`src/rtl/mem_port_arbiter_if.sv`:
```
// Bundle of request, response and shared memory-port signals for mem_port_arbiter.
// The slave modport is the arbiter's view; master is the caches/memory environment view.
interface mem_port_arbiter_if #(
  parameter int ADDR_W = 32,
  parameter int DATA_W = 32
);
  logic                  inst_req;
  logic [ADDR_W-1:0]     inst_addr;
  logic [DATA_W-1:0]     inst_rdata;
  logic                  inst_data_ok;

  logic                  data_req;
  logic [DATA_W/8-1:0]   data_wen;
  logic [ADDR_W-1:0]     data_addr;
  logic [DATA_W-1:0]     data_wdata;
  logic [DATA_W-1:0]     data_rdata;
  logic                  data_data_ok;

  logic                  mem_en;
  logic [DATA_W/8-1:0]   mem_wen;
  logic [ADDR_W-1:0]     mem_addr;
  logic [DATA_W-1:0]     mem_wdata;
  logic [DATA_W-1:0]     mem_rdata;
  logic                  mem_data_ok;

  modport slave (
    input  inst_req, inst_addr,
    output inst_rdata, inst_data_ok,
    input  data_req, data_wen, data_addr, data_wdata,
    output data_rdata, data_data_ok,
    output mem_en, mem_wen, mem_addr, mem_wdata,
    input  mem_rdata, mem_data_ok
  );

  modport master (
    output inst_req, inst_addr,
    input  inst_rdata, inst_data_ok,
    output data_req, data_wen, data_addr, data_wdata,
    input  data_rdata, data_data_ok,
    input  mem_en, mem_wen, mem_addr, mem_wdata,
    output mem_rdata, mem_data_ok
  );
endinterface

```
`src/rtl/mem_port_arbiter.sv`:
```
// Shares one memory port between i_cache (read-only) and d_cache (read/write) misses.
// One transaction in flight; data wins unless inst has waited MAX_DATA_BURST data grants.
module mem_port_arbiter #(
  parameter int ADDR_W         = 32,
  parameter int DATA_W         = 32,
  parameter int MAX_DATA_BURST = 2
) (
  input  logic               clk,
  input  logic               rst,
  mem_port_arbiter_if.slave  bus
);
  localparam int BE_W = DATA_W / 8;
  localparam logic [3:0] MAX_STREAK = 4'(MAX_DATA_BURST);

  typedef enum logic [1:0] {
    IDLE   = 2'd0,
    BUSY_I = 2'd1,
    BUSY_D = 2'd2
  } state_t;

  state_t              state_reg, state_next;
  logic [3:0]          streak_reg, streak_next;
  logic [ADDR_W-1:0]   addr_reg, addr_next;
  logic [BE_W-1:0]     wen_reg, wen_next;
  logic [DATA_W-1:0]   wdata_reg, wdata_next;

  logic grant_d;
  logic grant_i;

  // Data is favoured until it has taken MAX_DATA_BURST grants in front of a waiting fetch.
  assign grant_d = bus.data_req && (!bus.inst_req || (streak_reg < MAX_STREAK));
  assign grant_i = !grant_d && bus.inst_req;

  always_ff @(posedge clk) begin
    if (rst) begin
      state_reg  <= IDLE;
      streak_reg <= '0;
      addr_reg   <= '0;
      wen_reg    <= '0;
      wdata_reg  <= '0;
    end else begin
      state_reg  <= state_next;
      streak_reg <= streak_next;
      addr_reg   <= addr_next;
      wen_reg    <= wen_next;
      wdata_reg  <= wdata_next;
    end
  end

  always_comb begin
    state_next       = state_reg;
    streak_next      = streak_reg;
    addr_next        = addr_reg;
    wen_next         = wen_reg;
    wdata_next       = wdata_reg;

    bus.mem_en       = 1'b0;
    bus.mem_wen      = '0;
    bus.mem_addr     = '0;
    bus.mem_wdata    = '0;
    bus.inst_rdata   = '0;
    bus.inst_data_ok = 1'b0;
    bus.data_rdata   = '0;
    bus.data_data_ok = 1'b0;

    case (state_reg)
      IDLE: begin
        if (grant_d) begin
          state_next = BUSY_D;
          addr_next  = bus.data_addr;
          wen_next   = bus.data_wen;
          wdata_next = bus.data_wdata;
          if (bus.inst_req) begin
            streak_next = (streak_reg >= MAX_STREAK) ? MAX_STREAK : streak_reg + 4'd1;
          end else begin
            streak_next = '0;
          end
        end else if (grant_i) begin
          state_next  = BUSY_I;
          addr_next   = bus.inst_addr;
          wen_next    = '0;
          wdata_next  = '0;
          streak_next = '0;
        end
      end

      BUSY_I: begin
        bus.mem_en       = 1'b1;
        bus.mem_wen      = wen_reg;
        bus.mem_addr     = addr_reg;
        bus.mem_wdata    = wdata_reg;
        bus.inst_rdata   = bus.mem_rdata;
        bus.inst_data_ok = bus.mem_data_ok;
        if (bus.mem_data_ok) begin
          state_next = IDLE;
        end
      end

      BUSY_D: begin
        bus.mem_en       = 1'b1;
        bus.mem_wen      = wen_reg;
        bus.mem_addr     = addr_reg;
        bus.mem_wdata    = wdata_reg;
        bus.data_rdata   = bus.mem_rdata;
        bus.data_data_ok = bus.mem_data_ok;
        if (bus.mem_data_ok) begin
          state_next = IDLE;
        end
      end

      default: begin
        state_next = IDLE;
      end
    endcase
  end
endmodule

```
`src/flat_wrapper.sv`:
```
// flat-port wrapper written by rule: the top's interface ports become plain ports
module mem_port_arbiter_flat 
#(
  parameter int ADDR_W         = 32,
  parameter int DATA_W         = 32,
  parameter int MAX_DATA_BURST = 2
)
  (clk, rst, bus_inst_req, bus_inst_addr, bus_inst_rdata, bus_inst_data_ok, bus_data_req, bus_data_wen, bus_data_addr, bus_data_wdata, bus_data_rdata, bus_data_data_ok, bus_mem_en, bus_mem_wen, bus_mem_addr, bus_mem_wdata, bus_mem_rdata, bus_mem_data_ok);
  mem_port_arbiter_if #(.ADDR_W(ADDR_W), .DATA_W(DATA_W)) bus_i ();
  input  logic clk;
  input  logic rst;
  input wire logic [$bits(bus_i.inst_req)-1:0] bus_inst_req;
  input wire logic [$bits(bus_i.inst_addr)-1:0] bus_inst_addr;
  output wire logic [$bits(bus_i.inst_rdata)-1:0] bus_inst_rdata;
  output wire logic [$bits(bus_i.inst_data_ok)-1:0] bus_inst_data_ok;
  input wire logic [$bits(bus_i.data_req)-1:0] bus_data_req;
  input wire logic [$bits(bus_i.data_wen)-1:0] bus_data_wen;
  input wire logic [$bits(bus_i.data_addr)-1:0] bus_data_addr;
  input wire logic [$bits(bus_i.data_wdata)-1:0] bus_data_wdata;
  output wire logic [$bits(bus_i.data_rdata)-1:0] bus_data_rdata;
  output wire logic [$bits(bus_i.data_data_ok)-1:0] bus_data_data_ok;
  output wire logic [$bits(bus_i.mem_en)-1:0] bus_mem_en;
  output wire logic [$bits(bus_i.mem_wen)-1:0] bus_mem_wen;
  output wire logic [$bits(bus_i.mem_addr)-1:0] bus_mem_addr;
  output wire logic [$bits(bus_i.mem_wdata)-1:0] bus_mem_wdata;
  input wire logic [$bits(bus_i.mem_rdata)-1:0] bus_mem_rdata;
  input wire logic [$bits(bus_i.mem_data_ok)-1:0] bus_mem_data_ok;
  assign bus_i.inst_req = bus_inst_req;
  assign bus_i.inst_addr = bus_inst_addr;
  assign bus_inst_rdata = bus_i.inst_rdata;
  assign bus_inst_data_ok = bus_i.inst_data_ok;
  assign bus_i.data_req = bus_data_req;
  assign bus_i.data_wen = bus_data_wen;
  assign bus_i.data_addr = bus_data_addr;
  assign bus_i.data_wdata = bus_data_wdata;
  assign bus_data_rdata = bus_i.data_rdata;
  assign bus_data_data_ok = bus_i.data_data_ok;
  assign bus_mem_en = bus_i.mem_en;
  assign bus_mem_wen = bus_i.mem_wen;
  assign bus_mem_addr = bus_i.mem_addr;
  assign bus_mem_wdata = bus_i.mem_wdata;
  assign bus_i.mem_rdata = bus_mem_rdata;
  assign bus_i.mem_data_ok = bus_mem_data_ok;
  mem_port_arbiter #(.ADDR_W(ADDR_W), .DATA_W(DATA_W), .MAX_DATA_BURST(MAX_DATA_BURST)) u_core (.clk(clk), .rst(rst), .bus(bus_i));
endmodule
```
`config.mk`:
```
export PLATFORM = sky130hd
export DESIGN_NAME = mem_port_arbiter_flat
export DESIGN_NICKNAME = d
export VERILOG_FILES = /design/src/rtl/mem_port_arbiter_if.sv /design/src/rtl/mem_port_arbiter.sv /design/src/flat_wrapper.sv
export SDC_FILE = /design/constraint.sdc
export NUM_CORES = 1
export LEC_CHECK = 0
export CAP_MARGIN = 20
export CELL_PAD_IN_SITES_DETAIL_PLACEMENT = 0
export CELL_PAD_IN_SITES_GLOBAL_PLACEMENT = 2
export CORE_MARGIN = 2
export CORE_UTILIZATION = 20
export CTS_CLUSTER_DIAMETER = 150
export DETAILED_ROUTE_END_ITERATION = 16
export GPL_TIMING_DRIVEN = 0
export HOLD_SLACK_MARGIN = 0.02
export PLACE_DENSITY_LB_ADDON = 0.1
export SLEW_MARGIN = 10
export SYNTH_ARGS = -nofsm -noshare
export SYNTH_HDL_FRONTEND = slang
export SYNTH_SLANG_ARGS = --single-unit
```
`constraint.sdc`:
```
create_clock -name clk -period 3.64 [get_ports clk]
set_clock_uncertainty 0.15 [all_clocks]
set_input_delay 0.364 -clock clk [delete_from_list [all_inputs] [get_ports clk]]
set_output_delay 0.364 -clock clk [all_outputs]
set_load 0.03 [all_outputs]
```
==> flow_summary.toml <==
[run_status]
status = "finished, final reports clean"

[worst_setup_path]
cp-start-kind = "register"
critPathCaptureType = "primary output"
crit_path_max_fanout = 17
arrival_ps = 2740
worstPathRequired_ps = 3130
critPathKind = "register to primary output"

[grt]
grtUsageTotal_pct = 16.7
antenna_found_initial = 0
grt_pass1_wl_um = 28400
grt_use_met2_pct = 27.7
grt_pass1_vias = 4919
grt_start_max_net_pins = 13
grt_busiest_layer = "met2"
grt_use_met3_pct = 3.17
gr-total-overflow = 0
use_met1_pct = 21.7

[floorplan]
dieHeight_um = 147
dieArea_um2 = 21700
num_rows = 52
io-pin-count = 272
die_w_um = 147
coreArea_um2 = 20200
start_util_pct = 20.4

[timing]
rsz0062_at_grt = "false"
slew_violations = 0
max_clock_freq_mhz = 307
period_needed_ps = 3250
slew-limit-headroom_pct = 55.2
worstMarginPinSlew_ps = 672
fin_tns_setup_ps = 0
fin_crit_sh_pct = 89.4
setup_viol = 0
finalWorstSetupSlack_ps = 385
hold_violations = 0

[clock_network]
cts.root.buffer_cell = "clkbuf_16"
path_clk_slew_ps = 60
htree_levels = 3
clock_latency_ps = 330
cts_tree = "done"
cts_buffers = 9
clock-sinks = 74
cts_buffer_depth = 2

[synth]
syn_area_um2 = 4110
ys_warn_count = 0
yosysSeqAreaShare_pct = 36.1
async_flop_share_pct = 0
synth_area_leaders = "dfxtp_1 (36%), and2_1 (21%), a311oi_1 (6.8%)"
yosys-top-cells-count = "and2_1 (135), dfxtp_1 (74), clkbuf_1 (40)"
synth_top_area_share_pct = 36.1
ys_seq_elements = 74
syn_avg_cell_area_um2 = 7.65
ys_types = 31
synth_nets = 679
synth.most_common_cell = "and2_1"
ys.flop_type = "dfxtp_1"
netlist_instances = 537
synth_edf_count = 0
yosys.area.top_type = "dfxtp_1"

[route]
drt_first_pass_iters = 4
wirelength_um = 18100
first_iter_violations = 159
antenna_left = 0
wl_per_cell_um = 16.6
drc = 0
vias = 4902
routed_via_density = 4.49

[power_and_ir_drop]
p_leak_nw = 2.68
ir_drop_mv = 0.242
p_per_area_nw_per_um2 = 379
finalPower_w = 0.00282

[finish]
antenna_cells = 0
fin_util_pct = 36.9
drive_gt1_share_pct = 3.90
syn_to_final_growth_pct = 81.1
finalNetCount = 959

[job]
drv_cap = 0

[place]
pre_cts_ws_ps = 555
gp_congestion = 0.769
port_buffers = 270
post-dp-hpwl_um = 14000

[worst_hold_path]
hold_class = "register to register"
[per-stage QoR]
stage	instances	hold WS, ps	area (µm²)
after global placement	1077	288	7150
after detailed placement	1077	294	7150
after floorplan	537	282	4110
after CTS	1092	283	7440
final	1091	299	7440
after global routing	1091	318	7440
[path summary, 6_finish.rpt]
| kind | startpoint | end | slack (ps) | cells after the start |
|---|---|---|---|---|
| hold reg to reg | u_core.wdata_reg[22] | u_core.wdata_reg[22] | 300 | 2 |
| hold / removal | u_core.wdata_reg[22] | u_core.wdata_reg[22] | 300 | 2 |
| setup reg to reg | u_core.state_reg[0] | u_core.wdata_reg[11] | 1580 | 6 |
| setup / recovery | u_core.state_reg[1] | bus_mem_addr[17] | 390 | 5 |
[per-layer routing]
layer | vias to the layer above | routed length [µm] | share of wire, %
met5 | - | 0 | 0
met4 | 0 | 355 | 2.0
met3 | 21 | 969 | 5.3
met2 | 171 | 8720 | 48
met1 | 2280 | 8100 | 45
li1 | 2430 | - | -
[layout make-up]
| class | count | area (µm²) |
|---|---|---|
| flip-flops and latches | 74 | 1480 |
| well taps | 270 | 338 |
| clock buffers | 11 | 243 |
| plain buffers | 57 | 267 |
| repair buffers | 270 | 2700 |
| clock inverters | 4 | 51.3 |
| inverters | 5 | 18.8 |
| multi-input cells | 400 | 2340 |
| fillers | 2113 | 12700 |
[worst max-delay path, cell delays in order (launching register included)]
cell	delay, ps
dfxtp_1	350
inv_1	70
ha_1	660
clkbuf_1	420
and2_1	200
clkdlybuf4s50_1	700
[kinds of logic after synthesis]
group	count (synthesis)	share of synthesized area, %
adder cells (fa/ha/maj)	5	1.52
AND/OR/NAND/NOR	282	37.9
AO/OA/AOI/OAI	113	17.5
flip-flops	74	36.1
buffers and inverters	63	7.04
[where the power goes]
part | switching [W] | internal [W] | leakage (nW)
logic | 0.000551 | 0.000429 | 1.93
registers | 0.0000365 | 0.000893 | 0.610
clock network | 0.000362 | 0.000548 | 0.142
total | 0.000950 | 0.00187 | 2.68
[cells in the final DEF (no fill, tap or decap), types with 2 or more instances in the layout]
cell type,netlist,routed
clkdlybuf4s50_1,0,270
and2_1,135,135
dfxtp_1,74,74
clkbuf_1,40,40
a21oi_1,39,39
nand4_1,38,38
nand2_1,36,36
o21ai_0,34,34
nand3_1,32,32
nor2_1,32,32
a311oi_1,32,32
clkbuf_16,0,9
buf_2,8,8
inv_1,5,5
buf_6,5,5
ha_1,5,5
clkbuf_2,4,4
nor3_1,2,2
nor3b_1,2,2
[what timing repair did]
item | in CTS | in global routing
setup endpoints to repair | 0 | 3
gates resized for setup | 0 | 0
buffers inserted | 0 | 0
hold buffers | 0 | 0
(Power assumes the default switching activity.)
